[src/rtl/therm_pkg.sv]
// Shared definitions for the thermometer datapath: drain FSM states and
// default data / counter widths.
package therm_pkg;

    localparam int DEFAULT_DW = 7;
    localparam int DEFAULT_CW = 15;

    typedef enum logic [1:0] {
        IDLE      = 2'd0,
        SEND      = 2'd1,
        WAIT_DONE = 2'd2
    } sched_state_t;

endpackage

[src/rtl/rr_arbiter2.sv]
// Two-way round-robin write arbiter. The grant is combinational, gated by the
// FIFO full flag, and alternates on ties using the registered last-grant pointer.
module rr_arbiter2
    import therm_pkg::*;
#(
    parameter int DW = DEFAULT_DW
) (
    input  logic        clk,
    input  logic        reset,
    input  logic        req0,
    input  logic        req1,
    input  logic [DW:0] req0_data,
    input  logic [DW:0] req1_data,
    input  logic        full,
    output logic        gnt0,
    output logic        gnt1,
    output logic        write,
    output logic [DW:0] wr_data
);

    // 0: req0 was granted last, 1: req1 was granted last
    logic last_reg;

    always_comb begin
        gnt0 = 1'b0;
        gnt1 = 1'b0;
        if (!full) begin
            if (req0 && req1) begin
                gnt0 = last_reg;
                gnt1 = !last_reg;
            end else begin
                gnt0 = req0;
                gnt1 = req1;
            end
        end
    end

    assign write = gnt0 | gnt1;

    always_comb begin
        wr_data = '0;
        if (gnt0) begin
            wr_data = req0_data;
        end else if (gnt1) begin
            wr_data = req1_data;
        end
    end

    always_ff @(posedge clk or posedge reset) begin
        if (reset) begin
            last_reg <= 1'b1;
        end else if (gnt0) begin
            last_reg <= 1'b0;
        end else if (gnt1) begin
            last_reg <= 1'b1;
        end
    end

endmodule

[src/rtl/fifo_scheduler.sv]
// Sample FIFO controller: round-robin producer writes into the FIFO and a
// start/done drain of FIFO bytes into the UART transmitter.
module fifo_scheduler
    import therm_pkg::*;
#(
    parameter int DW = DEFAULT_DW,
    parameter int CW = DEFAULT_CW
) (
    input  logic        clk,
    input  logic        reset,
    input  logic        req0,
    input  logic        req1,
    input  logic [DW:0] req0_data,
    input  logic [DW:0] req1_data,
    output logic        gnt0,
    output logic        gnt1,
    output logic        fifo_write,
    output logic [DW:0] fifo_wr_data,
    input  logic        fifo_full,
    output logic        fifo_read,
    input  logic [DW:0] fifo_rd_data,
    input  logic        fifo_empty,
    input  logic        drain_en,
    output logic        tx_start,
    output logic [DW:0] tx_data,
    input  logic        tx_done,
    output logic        tx_active,
    output logic [CW:0] sent_count
);

    sched_state_t state_reg;
    logic         tx_start_reg;
    logic         tx_active_reg;
    logic [DW:0]  tx_data_reg;
    logic [CW:0]  sent_count_reg;

    rr_arbiter2 #(
        .DW(DW)
    ) u_arb (
        .clk       (clk),
        .reset     (reset),
        .req0      (req0),
        .req1      (req1),
        .req0_data (req0_data),
        .req1_data (req1_data),
        .full      (fifo_full),
        .gnt0      (gnt0),
        .gnt1      (gnt1),
        .write     (fifo_write),
        .wr_data   (fifo_wr_data)
    );

    // Strobes are registered alongside the state, so tx_start/fifo_read are
    // high exactly for the single SEND cycle.
    always_ff @(posedge clk or posedge reset) begin
        if (reset) begin
            state_reg      <= IDLE;
            tx_start_reg   <= 1'b0;
            tx_active_reg  <= 1'b0;
            tx_data_reg    <= '0;
            sent_count_reg <= '0;
        end else begin
            tx_start_reg <= 1'b0;
            case (state_reg)
                IDLE: begin
                    if (drain_en && !fifo_empty) begin
                        state_reg     <= SEND;
                        tx_data_reg   <= fifo_rd_data;
                        tx_start_reg  <= 1'b1;
                        tx_active_reg <= 1'b1;
                    end
                end
                SEND: begin
                    state_reg      <= WAIT_DONE;
                    sent_count_reg <= sent_count_reg + {{CW{1'b0}}, 1'b1};
                end
                WAIT_DONE: begin
                    if (tx_done) begin
                        state_reg     <= IDLE;
                        tx_active_reg <= 1'b0;
                    end
                end
                default: begin
                    state_reg     <= IDLE;
                    tx_active_reg <= 1'b0;
                end
            endcase
        end
    end

    assign tx_start   = tx_start_reg;
    assign fifo_read  = tx_start_reg;
    assign tx_active  = tx_active_reg;
    assign tx_data    = tx_data_reg;
    assign sent_count = sent_count_reg;

endmodule

[config.mk]
export PLATFORM = sky130hd
export DESIGN_NAME = fifo_scheduler
export DESIGN_NICKNAME = d
export VERILOG_FILES = /design/src/rtl/therm_pkg.sv /design/src/rtl/rr_arbiter2.sv /design/src/rtl/fifo_scheduler.sv
export SDC_FILE = /design/constraint.sdc
export NUM_CORES = 1
export LEC_CHECK = 0
export CAP_MARGIN = 20
export CELL_PAD_IN_SITES_DETAIL_PLACEMENT = 1
export CELL_PAD_IN_SITES_GLOBAL_PLACEMENT = 1
export CORE_UTILIZATION = 27
export CTS_BUF_LIST = sky130_fd_sc_hd__clkbuf_8
export CTS_CLUSTER_DIAMETER = 200
export DETAILED_ROUTE_END_ITERATION = 16
export PLACE_DENSITY_LB_ADDON = 0.1
export SLEW_MARGIN = 25
export SYNTH_ARGS = -nofsm -noshare
export SYNTH_HDL_FRONTEND = slang
export SYNTH_SLANG_ARGS = --single-unit
[constraint.sdc]
create_clock -name clk -period 1.4 [get_ports clk]
set_input_delay 0.21 -clock clk [delete_from_list [all_inputs] [get_ports clk]]
set_output_delay 0.21 -clock clk [all_outputs]
set_load 0.02 [all_outputs]
==> results of run 1 <==
==> cell usage after synthesis, drive strengths merged, types with 2 or more instances <==
master	instances	area share, %
a21oi	2	1.3
a22o	8	5.3
and4	2	1.3
buf	2	0.94
dfrtp	28	53
inv	3	0.85
mux2	8	6.8
nand2	12	3.4
nand2b	3	1.6
nand3	3	1.1
nand4	4	2.4
nor2	6	1.7
nor4	2	3.2
nor4b	2	1.3
o21ai	2	0.75
xnor2	11	7.3
xor2	4	2.6
==> path summary, 6_finish.rpt <==
check                                      startpoint                         end  slack [ps]  cells past startpoint
max in group asynchronous                       reset  u_arb.last_reg$_DFFE_PP1P_         730                      3
hold reg to reg            sent_count[15]$_DFFE_PP0N_  sent_count[15]$_DFFE_PP0N_         470                      1
setup reg to reg             state_reg[1]$_DFFE_PP0P_      tx_data[2]$_DFFE_PP0P_          10                      3
hold / removal                                  reset         fifo_read$_DFF_PP0_         170                      2
min in group clk                                 req0  u_arb.last_reg$_DFFE_PP1P_         350                      4
setup / recovery           u_arb.last_reg$_DFFE_PP1P_             fifo_wr_data[0]        -250                      4
==> worst register-to-register path, cell delays in order (launching register included) <==
cell and delay (ps):
sky130_fd_sc_hd__dfrtp_2 440, sky130_fd_sc_hd__nor4b_4 330, sky130_fd_sc_hd__buf_4 210, sky130_fd_sc_hd__mux2_4 300
==> where the power goes <==
| group | total (W) | switching [W] | internal (W) |
|---|---|---|---|
| combinational | 0.00109 | 0.000508 | 0.000587 |
| clock | 0.000696 | 0.000310 | 0.000385 |
| sequential | 0.00114 | 0.000138 | 0.000998 |
==> layer usage <==
metal	vias up	GRT usage (%)
met3	7	4.44
met5	-	0
li1	583	-
met4	0	7.84
met1	600	20.7
met2	33	26.6
==> metrics by stage <==
stage	cells	util (%)	hold slack, ps	setup slack [ps]
after floorplan	108	-	281	-36.3
after global placement	257	47.3	463	-651
after detailed placement	257	47.3	473	-729
after CTS	268	49.6	173	-245
after global routing	277	53.7	192	-294
final	277	53.7	169	-253
==> cell families after synthesis <==
kind of cell	Yosys count	share of synthesized area, %
AND/OR/NAND/NOR	37	17.8
flip-flops	29	54.8
XOR/XNOR	15	9.91
AO/OA/AOI/OAI	13	7.93
multiplexers	8	6.79
buffers and inverters	5	1.79
adder cells (fa/ha/maj)	1	0.943
==> final cells by class <==
type / count / area [µm²]
sequential: 29 / 736
clock inverter: 2 / 7.51
tap: 67 / 83.8
multi-input combinational: 75 / 717
fill: 498 / 2190
clock buffer: 6 / 82.6
inverter: 3 / 13.8
timing repair buffer: 95 / 895
==> cells in the final DEF (no fill, tap or decap), types with 3 or more instances in the layout <==
master	synthesis	layout
sky130_fd_sc_hd__dfrtp_2	0	7
sky130_fd_sc_hd__xor2_1	4	4
sky130_fd_sc_hd__nand4_1	3	3
sky130_fd_sc_hd__nand2_1	12	11
sky130_fd_sc_hd__a22o_1	8	8
sky130_fd_sc_hd__buf_4	1	22
sky130_fd_sc_hd__a21oi_4	0	3
sky130_fd_sc_hd__dfrtp_1	28	21
sky130_fd_sc_hd__dlygate4sd2_1	0	25
sky130_fd_sc_hd__mux2_4	0	8
sky130_fd_sc_hd__clkbuf_8	0	6
sky130_fd_sc_hd__inv_1	3	4
sky130_fd_sc_hd__clkdlybuf4s50_1	0	30
sky130_fd_sc_hd__nor2_1	6	4
sky130_fd_sc_hd__nand3_1	3	3
sky130_fd_sc_hd__xnor2_1	11	11
sky130_fd_sc_hd__buf_6	0	14
==> repair_timing <==
action,4_1_cts,5_1_grt
pin swaps,7,19
cloned,2,0
endpoints found under the setup margin,45,27
resized for setup,98,34
hold buffers,0,0
buffers inserted,2,9
==> metrics.md, run 1 <==
| Metric | Value |
|---|---|
| Status | `complete, but fails checks` |
| Failing checks | `setup timing` |
| EDFF count, synth | `0` |
| Die Y-Extent | `72.1 µm` |
| Insertion delay to the later sink of the worst-skew pair | `approximately 280 ps` |
| Synthesized netlist net count | `about 140` |
| Crit path DAT | `1440 ps` |
| Clock tree from TritonCTS | `built` |
| Worst-case setup margin in the final layout | `-253 ps` |
| M1 wire length | `1.71 mm` |
| Total CTS buffers | `5` |
| Most common cell on crit path | `sky130_fd_sc_hd__buf_6` |
| Number of diodes | `0` |
| Tcrit/Tclk final | `118%` |
| Max reg flops | `16` |
| Number of buffers on the longest clock path | `2` |
| Sink Count | `29` |
| Mean post-synth cell area | `around 12 µm²` |
| Iteration-0 DRC count of the detailed router | `40` |
| Detail-routed via count per cell | `4.42` |
| Clock root buffer | `sky130_fd_sc_hd__clkbuf_8` |
| Primary FF master, synth | `sky130_fd_sc_hd__dfrtp_1` |
| Family with the most delay on the worst path | `flip-flops` |
| Number of buffer and inverter stages on the critical path | `2` |
| Number of buffer cells added on primary ports | `69` |
| Routed len/inst | `15.1 µm` |
| Global-route wire length before repair | `between 6 and 7 mm` |
| Worst setup EP type | `output pin` |
| Maximum ir drop on the vdd rail | `around 830 µV` |
| Sum of internal, switching and leakage power | `0.00293 W` |
| Highest metal layer with signal wires | `met4` |
| Metal2 WL | `2.22 mm` |
| Clock period minus worst slack | `1650 ps` |
| Post-place instance area | `roughly 0.0022 mm²` |
| Floorplan die area | `0.00520 mm²` |
| Area Growth Syn to Fin | `91.1%` |
| Critical path, cell by cell | `a21oi_4 > buf_6 > a22o_1 > buf_6` |
| H-tree lvl count | `2` |
| Tightest Pin Transition | `between 300 and 400 ps` |
| Category of the most critical setup path | `flop to output pin` |
| Clock-pin slew of the registers on the worst-case setup and hold paths | `60 ps` |
| Initial standard-cell utilization of the core | `between 20% and 30%` |
| Pleak | `~1.3 nW` |
| Number of setup violations in the final report | `11` |
| RSZ-0062 raised after global routing | `yes` |
| First-pass iteration count of the detailed router | `4` |
| Core outline area | `0.00472 mm²` |
| Estimated wirelength of the detail-placed design | `roughly 2.9 mm` |
| Cell count after synthesis | `108` |
| Routed length on met3 | `roughly 190 µm` |
| Headroom to the max-slew limit | `79.5%` |
| Worst setup skew after layout | `4.34 ps` |
| Share of cells above drive strength 1 | `36.2%` |
| Flop and latch count out of synthesis | `29` |
| Data required time at the worst endpoint | `between 1000 and 1500 ps` |
| Achievable frequency | `605 MHz` |
| Routed WL | `4.19 mm` |
| Final TNS setup | `-2100 ps` |
| DRC violations left | `0` |
| Total GRT Usage | `between 15 and 20%` |
| I/O pins | `70` |
| Type of the tightest min-delay check | `primary input to async pin` |
| Die X-Extent | `72.1 µm` |
| Final hold viol count | `0` |
| Pwr Density | `1150 mW/mm²` |
| Vias post-DR | `roughly 1200` |
| Final global-route overflow total | `0` |
| Net count reported at finish | `242` |
| Async set or reset register ratio after synthesis | `100%` |
| Yosys Warn Count | `0` |
| Number of cell rows | `25` |
| Count of max-cap constraint violations | `0` |
| Biggest fanout along the worst timing path | `4` |
| Synth Cell Area | `0.00133 mm²` |
| Number of global-route vias before repair | `1282` |
| Gp weighted congestion | `0.708` |
| Initial antenna violation count | `0` |
| Yosys cell types | `27` |
| Antenna-violating nets left | `0` |
| Final instance area | `0.00253 mm²` |
| Largest net degree at the start of global routing | `24` |
| Sequential share of the synthesized area | `a little over half` |
| Highest-delay cell along the critical path | `sky130_fd_sc_hd__dfstp_2` |
| Max incr delay on CP | `590 ps` |
| Number of pins with negative max-slew slack in the final report | `0` |
| Worst Setup Start Kind | `flop` |
(Power assumes the default switching activity.)
==> run 2, diff against run 1 <==
CORE_ASPECT_RATIO = 0.6   (was unset)
==> metrics.md, run 2 (same netlist as run 1, synthesis figures left out) <==
| Metric | Value |
|---|---|
| Headroom to the max-slew limit | `81.7%` |
| Number of pins with negative max-slew slack in the final report | `0` |
| Category of the most critical setup path | `flop to output pin` |
| Vias post-DR | `1255` |
| Insertion delay to the later sink of the worst-skew pair | `280 ps` |
| Tcrit/Tclk final | `121%` |
| Worst Setup Start Kind | `flop` |
| RSZ-0062 raised after global routing | `yes` |
| Largest net degree at the start of global routing | `30` |
| Total CTS buffers | `5` |
| Number of cell rows | `19` |
| Post-place instance area | `roughly 0.0022 mm²` |
| Number of setup violations in the final report | `10` |
| Share of cells above drive strength 1 | `36.6%` |
| Critical path, cell by cell | `inv_2 > a21oi_2 > buf_4 > buf_6 > a22o_1 > buf_6` |
| Number of buffer cells added on primary ports | `a little under 70` |
| Number of buffers on the longest clock path | `2` |
| Estimated wirelength of the detail-placed design | `3.13 mm` |
| Status | `complete, but fails checks` |
| Count of max-cap constraint violations | `0` |
| Clock tree from TritonCTS | `built` |
| Tightest Pin Transition | `270 ps` |
| Filler-free cell count of the finished design | `around 280` |
| Highest-delay cell along the critical path | `sky130_fd_sc_hd__dfstp_2` |
| Net count reported at finish | `245` |
| Most common cell on crit path | `sky130_fd_sc_hd__buf_6` |
| First-pass iteration count of the detailed router | `4` |
| Die X-Extent | `92.5 µm` |
| DRC violations left | `0` |
| Die Y-Extent | `56.3 µm` |
| Type of the tightest min-delay check | `primary input to async pin` |
| Maximum ir drop on the vdd rail | `697 µV` |
| Routed len/inst | `16.1 µm` |
| Antenna-violating nets left | `0` |
| Iteration-0 DRC count of the detailed router | `35` |
| Final global-route overflow total | `0` |
| Total GRT Usage | `18.1%` |
| Number of diodes | `0` |
| Data required time at the worst endpoint | `around 1200 ps` |
| Initial standard-cell utilization of the core | `28.6%` |
| Core outline area | `0.00464 mm²` |
| Sink Count | `29` |
| Pleak | `roughly 1.3 nW` |
| Clock period minus worst slack | `1700 ps` |
| Achievable frequency | `590 MHz` |
| Area Growth Syn to Fin | `90.4%` |
| Net Switching | `0.000960 W` |
| Gp weighted congestion | `0.938` |
| Pwr Density | `1150 mW/mm²` |
| Routed WL | `4.43 mm` |
| Initial antenna violation count | `0` |
| Floorplan die area | `0.00521 mm²` |
| Failing checks | `setup timing` |
| Max reg flops | `16` |
| Final hold viol count | `0` |
| Power share of the clock group | `23.0%` |
| Biggest fanout along the worst timing path | `2` |
| Worst setup EP type | `output pin` |
| Final instance area | `0.00252 mm²` |
| Most common cell after layout, fill and taps aside | `sky130_fd_sc_hd__clkdlybuf4s50_1` |
| Share of power burned in combinational logic | `38.4%` |
| Proportion of power drawn by flip-flops and latches | `38.6%` |
| Most frequent cells in the layout | `sky130_fd_sc_hd__clkdlybuf4s50_1, sky130_fd_sc_hd__dlygate4sd2_1, sky130_fd_sc_hd__buf_4` |
| H-tree lvl count | `2` |
| Worst-case setup margin in the final layout | `-296 ps` |
| Hold Slack | `271 ps` |
| Internal cell power | `0.00194 W` |
| Clock-pin slew of the registers on the worst-case setup and hold paths | `70 ps` |
| Sum of internal, switching and leakage power | `0.00290 W` |
| Clock root buffer | `sky130_fd_sc_hd__clkbuf_8` |
| I/O pins | `70` |
| Switching power share of the total | `33.1%` |
| Crit path DAT | `1490 ps` |
| Worst setup skew after layout | `6.79 ps` |
| Detail-routed via count per cell | `4.55` |
| Count of filler cells inserted in the layout | `513` |
| Global-route wire length before repair | `7.05 mm` |
| Number of global-route vias before repair | `1385` |
| Post-Place Cells | `253` |
| Max incr delay on CP | `540 ps` |
[run 2: changes by cell type in the layout (fill, tap and decap cells not counted), sizes merged]
| cell | previous run | this run |
|---|---|---|
| clkdlybuf4s50 | 30 | 28 |
| clkinvlp | 0 | 1 |
| buf | 37 | 40 |
| dlymetal6s2s | 1 | 2 |
| dlygate4sd2 | 25 | 26 |
| clkbuf | 6 | 5 |
| inv | 5 | 3 |
| clkinv | 0 | 2 |
[run 2: final cells by class]
cell class                 instances  area [µm²]  area share (%)
timing repair buffer              98         930            36.8
sequential                        29         736            29.1
multi-input combinational         75         683            27.1
tap                               63        78.8            3.12
clock buffer                       5        68.8            2.73
clock inverter                     3        17.5           0.694
inverter                           3        11.3           0.446
[run 2: critical path, delay by kind of cell (launching register included)]
family | cells | cell delay, ps
compound gates | 2 | 270
buf+inv | 4 | 400
flops | 1 | 540
[run 2: stage by stage]
step	util, %	setup WS [ps]	TNS, ps
final	54.5	-296	-2420
after global routing	54.5	-363	-3130
after CTS	52.3	-296	-2390
after detailed placement	48.1	-701	-8740
after global placement	48.1	-663	-7900
after floorplan	-	-36.3	-36.3
[run 2: worst paths after layout]
| path | start | endpoint | slack (ps) | cells past startpoint |
|---|---|---|---|---|
| setup / recovery | u_arb.last_reg$_DFFE_PP1P_ | fifo_wr_data[2] | -300 | 6 |
| hold / removal | reset | tx_data[7]$_DFFE_PP0P_ | 270 | 3 |
| setup reg to reg | state_reg[0]$_DFFE_PP0P_ | tx_data[2]$_DFFE_PP0P_ | 20 | 3 |
| hold reg to reg | sent_count[15]$_DFFE_PP0N_ | sent_count[15]$_DFFE_PP0N_ | 480 | 1 |
| max in group asynchronous | reset | u_arb.last_reg$_DFFE_PP1P_ | 890 | 3 |
| min in group clk | req1 | u_arb.last_reg$_DFFE_PP1P_ | 290 | 3 |
[run 2: per-layer routing]
layer	global-route usage (%)	vias to the layer above	wire length [µm]
met3	6.91	9	353
met2	29.4	55	2100
met1	21.9	602	1900
li1	-	589	-
met4	6.70	0	80
met5	0	-	0
[run 2: power groups by stage]
stage | combinational, W | clock, W | sequential [W]
after floorplan | 0.000264 | 0 | 0.00129
after global placement | 0.00101 | 0 | 0.00111
after detailed placement | 0.00103 | 0 | 0.00112
after CTS | 0.00105 | 0.000690 | 0.00111
after global routing | 0.00119 | 0.000727 | 0.00115
final | 0.00111 | 0.000667 | 0.00112
[run 2: timing repair]
| item | in CTS | in global routing |
|---|---|---|
| resized for setup | 108 | 18 |
| buffers inserted | 9 | 4 |
| hold buffers | 0 | 0 |
| endpoints found under the setup margin | 52 | 26 |
| gates cloned | 2 | 0 |
| pin swaps | 14 | 10 |
==> run 3, diff against run 2 <==
CORE_UTILIZATION = 32   (was 27)
clock period = 2.2 ns   (was 1.4 ns; I/O delays follow)
==> metrics.md, run 3 (same netlist as run 1, synthesis figures left out) <==
| Metric | Value |
|---|---|
| I/O pins | `70` |
| Pwr Density | `780 mW/mm²` |
| Global-route wire length before repair | `6.41 mm` |
| Total CTS buffers | `5` |
| Crit path DAT | `1790 ps` |
| Insertion delay to the later sink of the worst-skew pair | `290 ps` |
| Core outline area | `between 0.003 and 0.004 mm²` |
| Biggest fanout along the worst timing path | `9` |
| Count of filler cells inserted in the layout | `401` |
| Die X-Extent | `85.1 µm` |
| Most frequent cells in the layout | `sky130_fd_sc_hd__clkdlybuf4s50_1, sky130_fd_sc_hd__dfrtp_1, sky130_fd_sc_hd__nand2_1` |
| Number of buffers on the longest clock path | `2` |
| Total GRT Usage | `between 20% and 30%` |
| Largest net degree at the start of global routing | `19` |
| Most common cell after layout, fill and taps aside | `sky130_fd_sc_hd__clkdlybuf4s50_1` |
| Type of the tightest min-delay check | `primary input to async pin` |
| Initial antenna violation count | `0` |
| Number of buffer cells added on primary ports | `69` |
| Data required time at the worst endpoint | `about 1900 ps` |
| RSZ-0062 raised after global routing | `no` |
| Clock-pin slew of the registers on the worst-case setup and hold paths | `60 ps` |
| Antenna-violating nets left | `0` |
| Number of pins with negative max-slew slack in the final report | `0` |
| Worst setup EP type | `output pin` |
| Maximum ir drop on the vdd rail | `522 µV` |
| Count of max-cap constraint violations | `0` |
| Number of diodes | `0` |
| Number of global-route vias before repair | `1240` |
| Pleak | `1.00 nW` |
| Worst-case setup margin in the final layout | `76.6 ps` |
| Iteration-0 DRC count of the detailed router | `40` |
| Number of cell rows | `17` |
| Initial standard-cell utilization of the core | `34.8%` |
| Estimated wirelength of the detail-placed design | `3.11 mm` |
| Gp weighted congestion | `1.04` |
| Achievable frequency | `~470 MHz` |
| Die Y-Extent | `51.9 µm` |
| Clock tree from TritonCTS | `built` |
| Tcrit/Tclk final | `96.5%` |
| H-tree lvl count | `2` |
| Share of cells above drive strength 1 | `between 10 and 15%` |
| Final global-route overflow total | `0` |
| Floorplan die area | `0.00441 mm²` |
| First-pass iteration count of the detailed router | `2` |
| Detail-routed via count per cell | `about 5` |
| Headroom to the max-slew limit | `between 70% and 80%` |
| Tightest Pin Transition | `about 330 ps` |
| Clock period minus worst slack | `2120 ps` |
| Sink Count | `29` |
| Reg2Reg Setup Slack | `around 650 ps` |
| Max reg flops | `16` |
| Status | `completed` |
| Category of the most critical setup path | `primary input to output pin` |
| Area Growth Syn to Fin | `64.7%` |
| Vias post-DR | `around 1100` |
| Routed WL | `about 4 mm` |
| Worst Setup Start Kind | `primary input` |
| # Post-CTS Setup Buffers | `0` |
| Net count reported at finish | `221` |
| Worst setup skew after layout | `8.13 ps` |
| Clock root buffer | `sky130_fd_sc_hd__clkbuf_8` |
| DRC violations left | `0` |
| Worst setup slack after placement | `-178 ps` |
| End-of-flow core utilization | `57.4%` |
| Routed len/inst | `16.9 µm` |
| Number of setup violations in the final report | `0` |
| Final hold viol count | `0` |
## run 3: critical path, cell delays in order
cell                              delay (ps)
sky130_fd_sc_hd__clkdlybuf4s50_1         520
sky130_fd_sc_hd__nand2b_1                170
sky130_fd_sc_hd__a21oi_2                  50
sky130_fd_sc_hd__buf_4                   170
sky130_fd_sc_hd__a22o_1                  230
sky130_fd_sc_hd__dlygate4sd2_1           320
## run 3: cell type report
type | count | area [µm²] | area share [%]
Timing Repair Buffer | 75 | 723 | 33.1
Clock inverter | 3 | 13.8 | 0.630
Inverter | 3 | 11.3 | 0.515
Tap cell | 47 | 58.8 | 2.69
Sequential cell | 29 | 727 | 33.3
Clock buffer | 5 | 68.8 | 3.15
Multi-Input combinational cell | 74 | 582 | 26.6
## run 3: worst paths after layout
kind | startpoint | endpoint | cells after the start
max reg2reg | sent_count[0]$_DFFE_PP0N_ | sent_count[12]$_DFFE_PP0N_ | 5
min | reset | tx_data[4]$_DFFE_PP0P_ | 3
max | fifo_full | fifo_wr_data[1] | 6
min in group clk | tx_data[2]$_DFFE_PP0P_ | tx_data[2]$_DFFE_PP0P_ | 1
min reg2reg | tx_data[2]$_DFFE_PP0P_ | tx_data[2]$_DFFE_PP0P_ | 1
max in group asynchronous | reset | u_arb.last_reg$_DFFE_PP1P_ | 3
## run 3: power breakdown
group / switching, W / leakage, nW / internal [W]
Clock: 0.000205 / 0.0491 / 0.000214
Combinational: 0.000265 / 0.583 / 0.000299
Sequential: 0.0000932 / 0.372 / 0.000628
## run 3: routing by layer
layer / vias up / part of all wire (%) / GRT usage (%)
li1: 536 / - / -
met4: 0 / 1.8 / 7.91
met3: 7 / 8.0 / 8.41
met5: - / 0 / 0
met1: 554 / 42 / 22.4
met2: 50 / 48 / 35.3
## run 3: repair_timing
action | 4_1_cts | 5_1_grt
resized for setup | 10 | 0
hold buffers | 0 | 0
setup endpoints to repair | 10 | 0
hold endpoints to repair | 0 | 0
## run 3: per-stage QoR
stage          instances  area, µm²  hold slack [ps]  total power, W  setup TNS, ps
2_1_floorplan        108       1330              401        0.000981              0
3_3_place_gp         228       2110              460         0.00128           -569
3_5_place_dp         228       2110              470         0.00131          -1320
4_1_cts              236       2180              356         0.00172              0
5_1_grt              236       2180              374         0.00179              0
6_report             236       2180              356         0.00170              0
